<file path="src/rtl/gray_counter_ud_if.sv">
// Control and count bus of the up/down Gray counter.
// The master drives the step and load requests; the slave returns the registered count.
interface gray_counter_ud_if #(
    parameter int unsigned N = 8
);
    logic         en;
    logic         up;
    logic         load;
    logic [N-1:0] load_gray;
    logic [N-1:0] gray_code;
    logic [N-1:0] bin_code;
    logic         tc;

    modport master (
        output en, up, load, load_gray,
        input  gray_code, bin_code, tc
    );

    modport slave (
        input  en, up, load, load_gray,
        output gray_code, bin_code, tc
    );
endinterface

</file>
<file path="src/rtl/gray_counter_ud.sv">
// N-bit up/down Gray-code counter with Gray load, wrap or saturate mode and terminal-count pulse.
// The count is held in binary; the Gray and binary views are registered together.
module gray_counter_ud #(
    parameter int unsigned N    = 8,
    parameter int unsigned WRAP = 1,
    parameter int unsigned INIT = 0
) (
    input  logic              clk,
    input  logic              rst,
    gray_counter_ud_if.slave  bus
);
    localparam logic [N-1:0] BIN_MAX   = {N{1'b1}};
    localparam logic [N-1:0] BIN_ONE   = N'(1);
    localparam logic [N-1:0] INIT_BIN  = N'(INIT);
    localparam logic [N-1:0] INIT_GRAY = INIT_BIN ^ (INIT_BIN >> 1);
    localparam bit           WRAP_EN   = (WRAP != 0);

    logic [N-1:0] r_bin;
    logic [N-1:0] r_gray;
    logic         r_tc;
    logic [N-1:0] w_bin_nxt;
    logic [N-1:0] w_gray_nxt;
    logic         w_tc_nxt;

    function automatic logic [N-1:0] gray2bin(input logic [N-1:0] g);
        logic [N-1:0] b;
        b[N-1] = g[N-1];
        for (int i = int'(N) - 2; i >= 0; i--) begin
            b[i] = b[i+1] ^ g[i];
        end
        return b;
    endfunction

    // Next count: load beats enable; limits either wrap with tc or saturate.
    always_comb begin
        w_bin_nxt = r_bin;
        w_tc_nxt  = 1'b0;
        if (bus.load) begin
            w_bin_nxt = gray2bin(bus.load_gray);
        end else if (bus.en) begin
            if (bus.up) begin
                if (r_bin != BIN_MAX) begin
                    w_bin_nxt = r_bin + BIN_ONE;
                    w_tc_nxt  = !WRAP_EN && (r_bin == (BIN_MAX - BIN_ONE));
                end else if (WRAP_EN) begin
                    w_bin_nxt = '0;
                    w_tc_nxt  = 1'b1;
                end
            end else begin
                if (r_bin != '0) begin
                    w_bin_nxt = r_bin - BIN_ONE;
                    w_tc_nxt  = !WRAP_EN && (r_bin == BIN_ONE);
                end else if (WRAP_EN) begin
                    w_bin_nxt = BIN_MAX;
                    w_tc_nxt  = 1'b1;
                end
            end
        end
    end

    assign w_gray_nxt = w_bin_nxt ^ (w_bin_nxt >> 1);

    always_ff @(posedge clk) begin
        if (rst) begin
            r_bin  <= INIT_BIN;
            r_gray <= INIT_GRAY;
            r_tc   <= 1'b0;
        end else begin
            r_bin  <= w_bin_nxt;
            r_gray <= w_gray_nxt;
            r_tc   <= w_tc_nxt;
        end
    end

    assign bus.bin_code  = r_bin;
    assign bus.gray_code = r_gray;
    assign bus.tc        = r_tc;
endmodule

</file>
<file path="src/flat_wrapper.sv">
// flat-port wrapper written by rule: the top's interface ports become plain ports
module gray_counter_ud_flat 
#(
    parameter int unsigned N    = 8,
    parameter int unsigned WRAP = 1,
    parameter int unsigned INIT = 0
)
  (clk, rst, bus_en, bus_up, bus_load, bus_load_gray, bus_gray_code, bus_bin_code, bus_tc);
  gray_counter_ud_if #(.N(N)) bus_i ();
  input  logic clk;
  input  logic rst;
  input wire logic [$bits(bus_i.en)-1:0] bus_en;
  input wire logic [$bits(bus_i.up)-1:0] bus_up;
  input wire logic [$bits(bus_i.load)-1:0] bus_load;
  input wire logic [$bits(bus_i.load_gray)-1:0] bus_load_gray;
  output wire logic [$bits(bus_i.gray_code)-1:0] bus_gray_code;
  output wire logic [$bits(bus_i.bin_code)-1:0] bus_bin_code;
  output wire logic [$bits(bus_i.tc)-1:0] bus_tc;
  assign bus_i.en = bus_en;
  assign bus_i.up = bus_up;
  assign bus_i.load = bus_load;
  assign bus_i.load_gray = bus_load_gray;
  assign bus_gray_code = bus_i.gray_code;
  assign bus_bin_code = bus_i.bin_code;
  assign bus_tc = bus_i.tc;
  gray_counter_ud #(.N(N), .WRAP(WRAP), .INIT(INIT)) u_core (.clk(clk), .rst(rst), .bus(bus_i));
endmodule
</file>
<file path="config.mk">
export PLATFORM = sky130hd
export DESIGN_NAME = gray_counter_ud_flat
export DESIGN_NICKNAME = d
export VERILOG_FILES = /design/src/rtl/gray_counter_ud_if.sv /design/src/rtl/gray_counter_ud.sv /design/src/flat_wrapper.sv
export SDC_FILE = /design/constraint.sdc
export NUM_CORES = 1
export LEC_CHECK = 0
export CAP_MARGIN = 20
export CORE_MARGIN = 4
export CORE_UTILIZATION = 49
export DETAILED_ROUTE_END_ITERATION = 8
export PLACE_DENSITY_LB_ADDON = 0.3
export SYNTH_ARGS = -nofsm -noshare
export SYNTH_HDL_FRONTEND = slang
export SYNTH_SLANG_ARGS = --single-unit
</file>
<file path="constraint.sdc">
create_clock -name clk -period 3.1 [get_ports clk]
set_input_delay 0.31 -clock clk [delete_from_list [all_inputs] [get_ports clk]]
set_output_delay 0.31 -clock clk [all_outputs]
set_load 0.005 [all_outputs]
</file>
Word level (Yosys, flattened, before mapping)
Index checks and enable logic that the tools add are counted.
{"block": "totals", "register_bits": 17, "latch_bits": 0, "ram_bits": 0, "rom_bits": 0, "output_inout_bits": 17, "elab_cells": 25, "n_memories": 0}
{"block": "op_classes", "add_sub_neg": 2, "multipliers": 0, "div_mod_pow": 0, "order_cmp": 0, "n_eq_ne": 1, "n_shift": 0, "mux": 8, "bitwise": 9, "reduce_logical": 2}
{"operator": "$mux W8", "n": 5}
{"operator": "$add A8 B1 Y8 const B", "n": 1}
{"operator": "$ne A8 B8 Y1 const B", "n": 1}
{"operator": "$reduce_bool A8 Y1", "n": 1}
{"operator": "$sub A8 B1 Y8 const B", "n": 1}
{"operator": "$xor A8 B7 Y8", "n": 1}
{"operator": "$xor A1 B1 Y1", "n": 7}
{"operator": "$mux W1", "n": 3}
{"operator": "$reduce_or A3 Y1", "n": 1}
{"operator": "$not A1 Y1", "n": 1}

Longest topological paths before layout
{"block": "logic_depth", "depth_word": 9, "ltp_mapped": 9}

Worst setup path before layout
OpenSTA, ideal clock, no wires.
{"block": "synth_path", "kind": "reg-to-reg", "from": "register u_core.r_bin[1] (netlist: u_core.bus.bin_code[1])", "to": "register u_core.r_gray[0] (netlist: u_core.bus.gray_code[0])", "t_arrival_ps": 2154, "t_required_ps": 2997, "slack_ps": 843, "stages_incl_launch_ff": 10, "period_less_slack_ps": 2257, "cell_sequence": "dfxtp_1 clkbuf_1 inv_1 ha_1 or3b_2 or3_1 a21oi_1 mux2_4 nor3b_1 a2111oi_2"}
{"block": "synth_between", "elab_chain_cells": 6}
{"element": "start, declared", "line": "gray_counter_ud.sv:18", "text": "logic [N-1:0] r_bin;"}
{"element": "start signal, assigned", "line": "gray_counter_ud.sv:69", "text": "r_bin <= w_bin_nxt;"}
{"element": "$sub A8 B1 Y8, or another cell as far along", "line": "gray_counter_ud.sv:51", "text": "w_bin_nxt = r_bin - BIN_ONE;"}
{"element": "$mux W8 (on tied branches)", "line": "gray_counter_ud.sv:50, gray_counter_ud.sv:42"}
{"element": "$mux W8", "line": "gray_counter_ud.sv:41", "text": "if (bus.up) begin"}
{"element": "$mux W8 (*)", "line": "gray_counter_ud.sv:40", "text": "end else if (bus.en) begin"}
{"element": "$mux W8 (*)", "line": "gray_counter_ud.sv:38", "text": "if (bus.load) begin"}
{"element": "$xor A8 B7 Y8 (*)", "line": "gray_counter_ud.sv:61", "text": "assign w_gray_nxt = w_bin_nxt ^ (w_bin_nxt >> 1);"}
{"element": "end signal, assigned", "line": "gray_counter_ud.sv:70", "text": "r_gray <= w_gray_nxt;"}
{"element": "end, declared", "line": "gray_counter_ud.sv:19", "text": "logic [N-1:0] r_gray;"}
Mark *: on every way between the ends. The rest lies on a longest branch, timed or not.
A chain may end at the register's enable or synchronous reset.

Worst setup path in the final report
{"block": "layout_path", "from": "register u_core.r_bin[0] (netlist: u_core.bus.bin_code[0])", "to": "register u_core.r_gray[0] (netlist: u_core.bus.gray_code[0])"}
The elaborated chain is that of the path after synthesis.

==> impl_metrics.tcl <==
set metrics [dict create \
    status "complete, no violations" \
    hpwl_um 2330 \
    syn_inst 157 \
    worstSetupPathType "register to register" \
    die_x_um 57.8 \
    r2r_end "u_core.bus.gray_code[0]" \
    p_leak_nw 0.566 \
    avgSynthCellArea_sq_um 7.74 \
    required_ns 3.27 \
    cts_buffer_depth 2 \
    placed_cell_area_sq_um 1470 \
    synth_common_cells "nor2_1 (19), dfxtp_1 (16), a21oi_1 (14)" \
    first_iter_violations 59 \
    worstHoldPathType "input pin to register" \
    drtPass1Iterations 4 \
    drc_errors 0 \
    grtUsageTotal 0.208 \
    avgViaCountPerCell 6.17 \
    fin_area_sq_um 1500 \
    maxUsedRoutingLayer "met4" \
    slew_violations 0 \
    worst_setup_path_start_kind "register" \
    grt_pass1_wl_um 5500 \
    tightest_slew_ns 0.643 \
    nFillCells 199 \
    clock-sinks 16 \
    ctsResizeCount 0 \
    diodes 0 \
    drive_gt1_frac 0.0682 \
    arrival_ns 2.77 \
    synthesis.area_sq_um 1210 \
    reg2reg_from "u_core.bus.bin_code[0]" \
    setup_tns_ns 0 \
    max_cap_viol_count 0 \
    ir_drop_v 0.000349 \
    wl_met1_um 1310 \
    slew_headroom 0.570 \
    htree_num_levels 1 \
    start_util 0.534 \
    cp_max_fo 12 \
    wl_met2_um 1580 \
    rsz0062_at_grt "no" \
    clkLatencyLatePin_ns 0.28 \
    overflow 0 \
    io-pin-count 30 \
    synth_cell_type_count 49 \
    synth_edf_count 0 \
    grt_pass1_vias 1168 \
    final_hold_viol_count 0 \
    ys_seq_area_frac 0.264 \
    syn2layout_area_growth_pct 23.2 \
    port_buffers 29 \
    synth_nets 173 \
    rows 17 \
    powerDensity_nw_per_um2 477 \
    wl_met3_um 240 \
    clockRootBuffer "clkbuf_4" \
    postSynth.asyncResetShare 0 \
    nets 194 \
    totalWireLength_um 3190 \
    reg2reg_depth 8 \
    synth_top_area_frac 0.264 \
    synth_area_leader_cell "dfxtp_1" \
    ys.flop_type "dfxtp_1" \
    synth_warnings 0 \
    setup.worst_path.end_class "register" \
    cts_hold_buf 0 \
    core_area_sq_um 2280 \
    vias 1258 \
    cts_setup_buffers 0 \
    path_clk_slew_ns 0.09 \
    synth_area_leaders "dfxtp_1 (26%), nor2_1 (5.9%), a21oi_1 (5.8%)" \
    ys_seq_elements 16 \
    min_period_ns 2.60 \
    post-route-period-util 0.840 \
    fin_skew_ns 0.00194 \
    r2r_slack_ns 0.50 \
    cts_tree "done" \
    clock.fmax_mhz 384 \
    ant_nets 0 \
    synth_most_common_cell "nor2_1" \
    grt_max_degree 20 \
    place_congestion 0.955 \
    die_area_sq_um 3340 \
    endpoint "u_core.bus.gray_code[0]" \
    wl_per_cell_um 15.6 \
    cp-startpoint "u_core.bus.bin_code[0]" \
    antenna_found_initial 0 \
    setup_viol 0 \
    cts_buffers 3 \
    fp.dieH_um 57.8 \
]
[worst min-delay path by stage]
stage,to,depth (start not counted),startpoint,slack [ns]
final,u_core.bus.gray_code[1],3,bus_load_gray[1],0.66
after global routing,u_core.bus.gray_code[1],3,bus_load_gray[1],0.70
after CTS,u_core.bus.gray_code[1],3,bus_load_gray[1],0.66
after detailed placement,u_core.bus.tc,4,u_core.bus.gray_code[7],0.81
after global placement,u_core.bus.tc,4,u_core.bus.bin_code[6],0.81
after floorplan,u_core.bus.gray_code[0],1,rst,0.38
[area by class of cell]
cell class	instances	area, sq um	share of cell area
multi-input combinational	119	795	0.531
tap	28	35.0	0.0234
timing repair buffer	29	290	0.194
sequential	16	320	0.214
clock buffer	3	22.5	0.0151
inverter	9	33.8	0.0226
[registers in the layout, indices dropped and copies added, names as in the netlist]
name,flops
u_core.bus.tc,1
u_core.bus.gray_code,8
u_core.bus.bin_code,7
[worst max-delay path, stage by stage, from the launching register on]
cell       delay (ns)
dfxtp_1          0.45
inv_1            0.14
ha_1             0.20
or3b_2           0.49
or3_1            0.37
a21oi_1          0.20
mux2_4           0.19
nor3b_1          0.06
a2111oi_2        0.39
[logic make-up (layout without fill, tap and decap cells)]
logic type,count (synthesis),in the layout,share of synthesized area
AOI/OAI and AO/OA,42,42,0.230
DFF,16,16,0.264
muxes,4,4,0.0381
adders and majority gates,3,3,0.0309
buffers and inverters,22,41,0.0824
xor gates and xnor gates,13,13,0.111
and+or+nand+nor,57,57,0.244
[per-stage QoR]
step / setup slack [ns] / utilization / instances / hold slack (ns) / power [mW]
2_1_floorplan: 0.843 / - / 157 / 0.379 / 0.488
5_1_grt: 0.368 / 0.658 / 204 / 0.696 / 0.765
3_3_place_gp: 0.662 / 0.648 / 201 / 0.809 / 0.596
3_5_place_dp: 0.537 / 0.648 / 201 / 0.814 / 0.604
6_report: 0.497 / 0.658 / 204 / 0.658 / 0.714
4_1_cts: 0.541 / 0.658 / 204 / 0.659 / 0.713
[power by group]
part	internal, mW	leakage (nW)	switching, mW
Combinational	0.172	0.420	0.150
Clock	0.0451	0.0138	0.0628
Sequential	0.235	0.133	0.0481
[cells in the final DEF, fill, tap and decap left out, types with 2 or more instances in the layout]
master / n
a211oi_1: 3
a21oi_1: 14
a221oi_1: 2
a31oi_1: 3
clkbuf_4: 3
clkdlybuf4s50_1: 29
dfxtp_1: 16
ha_1: 3
inv_1: 9
mux2i_1: 2
nand2_1: 8
nand3_1: 5
nand4_1: 4
nor2_1: 19
nor2b_1: 5
nor3_1: 2
nor3b_1: 3
nor4_1: 2
o21ai_0: 7
o31ai_1: 2
or2_2: 2
xnor2_1: 6
xor2_1: 5
[metal layers]
metal,GRT usage,vias up
met4,0.0563,0
met5,0,-
li1,-,598
met1,0.260,590
met3,0.0512,10
met2,0.353,60
Note: power is estimated with default switching activity, not from simulation.
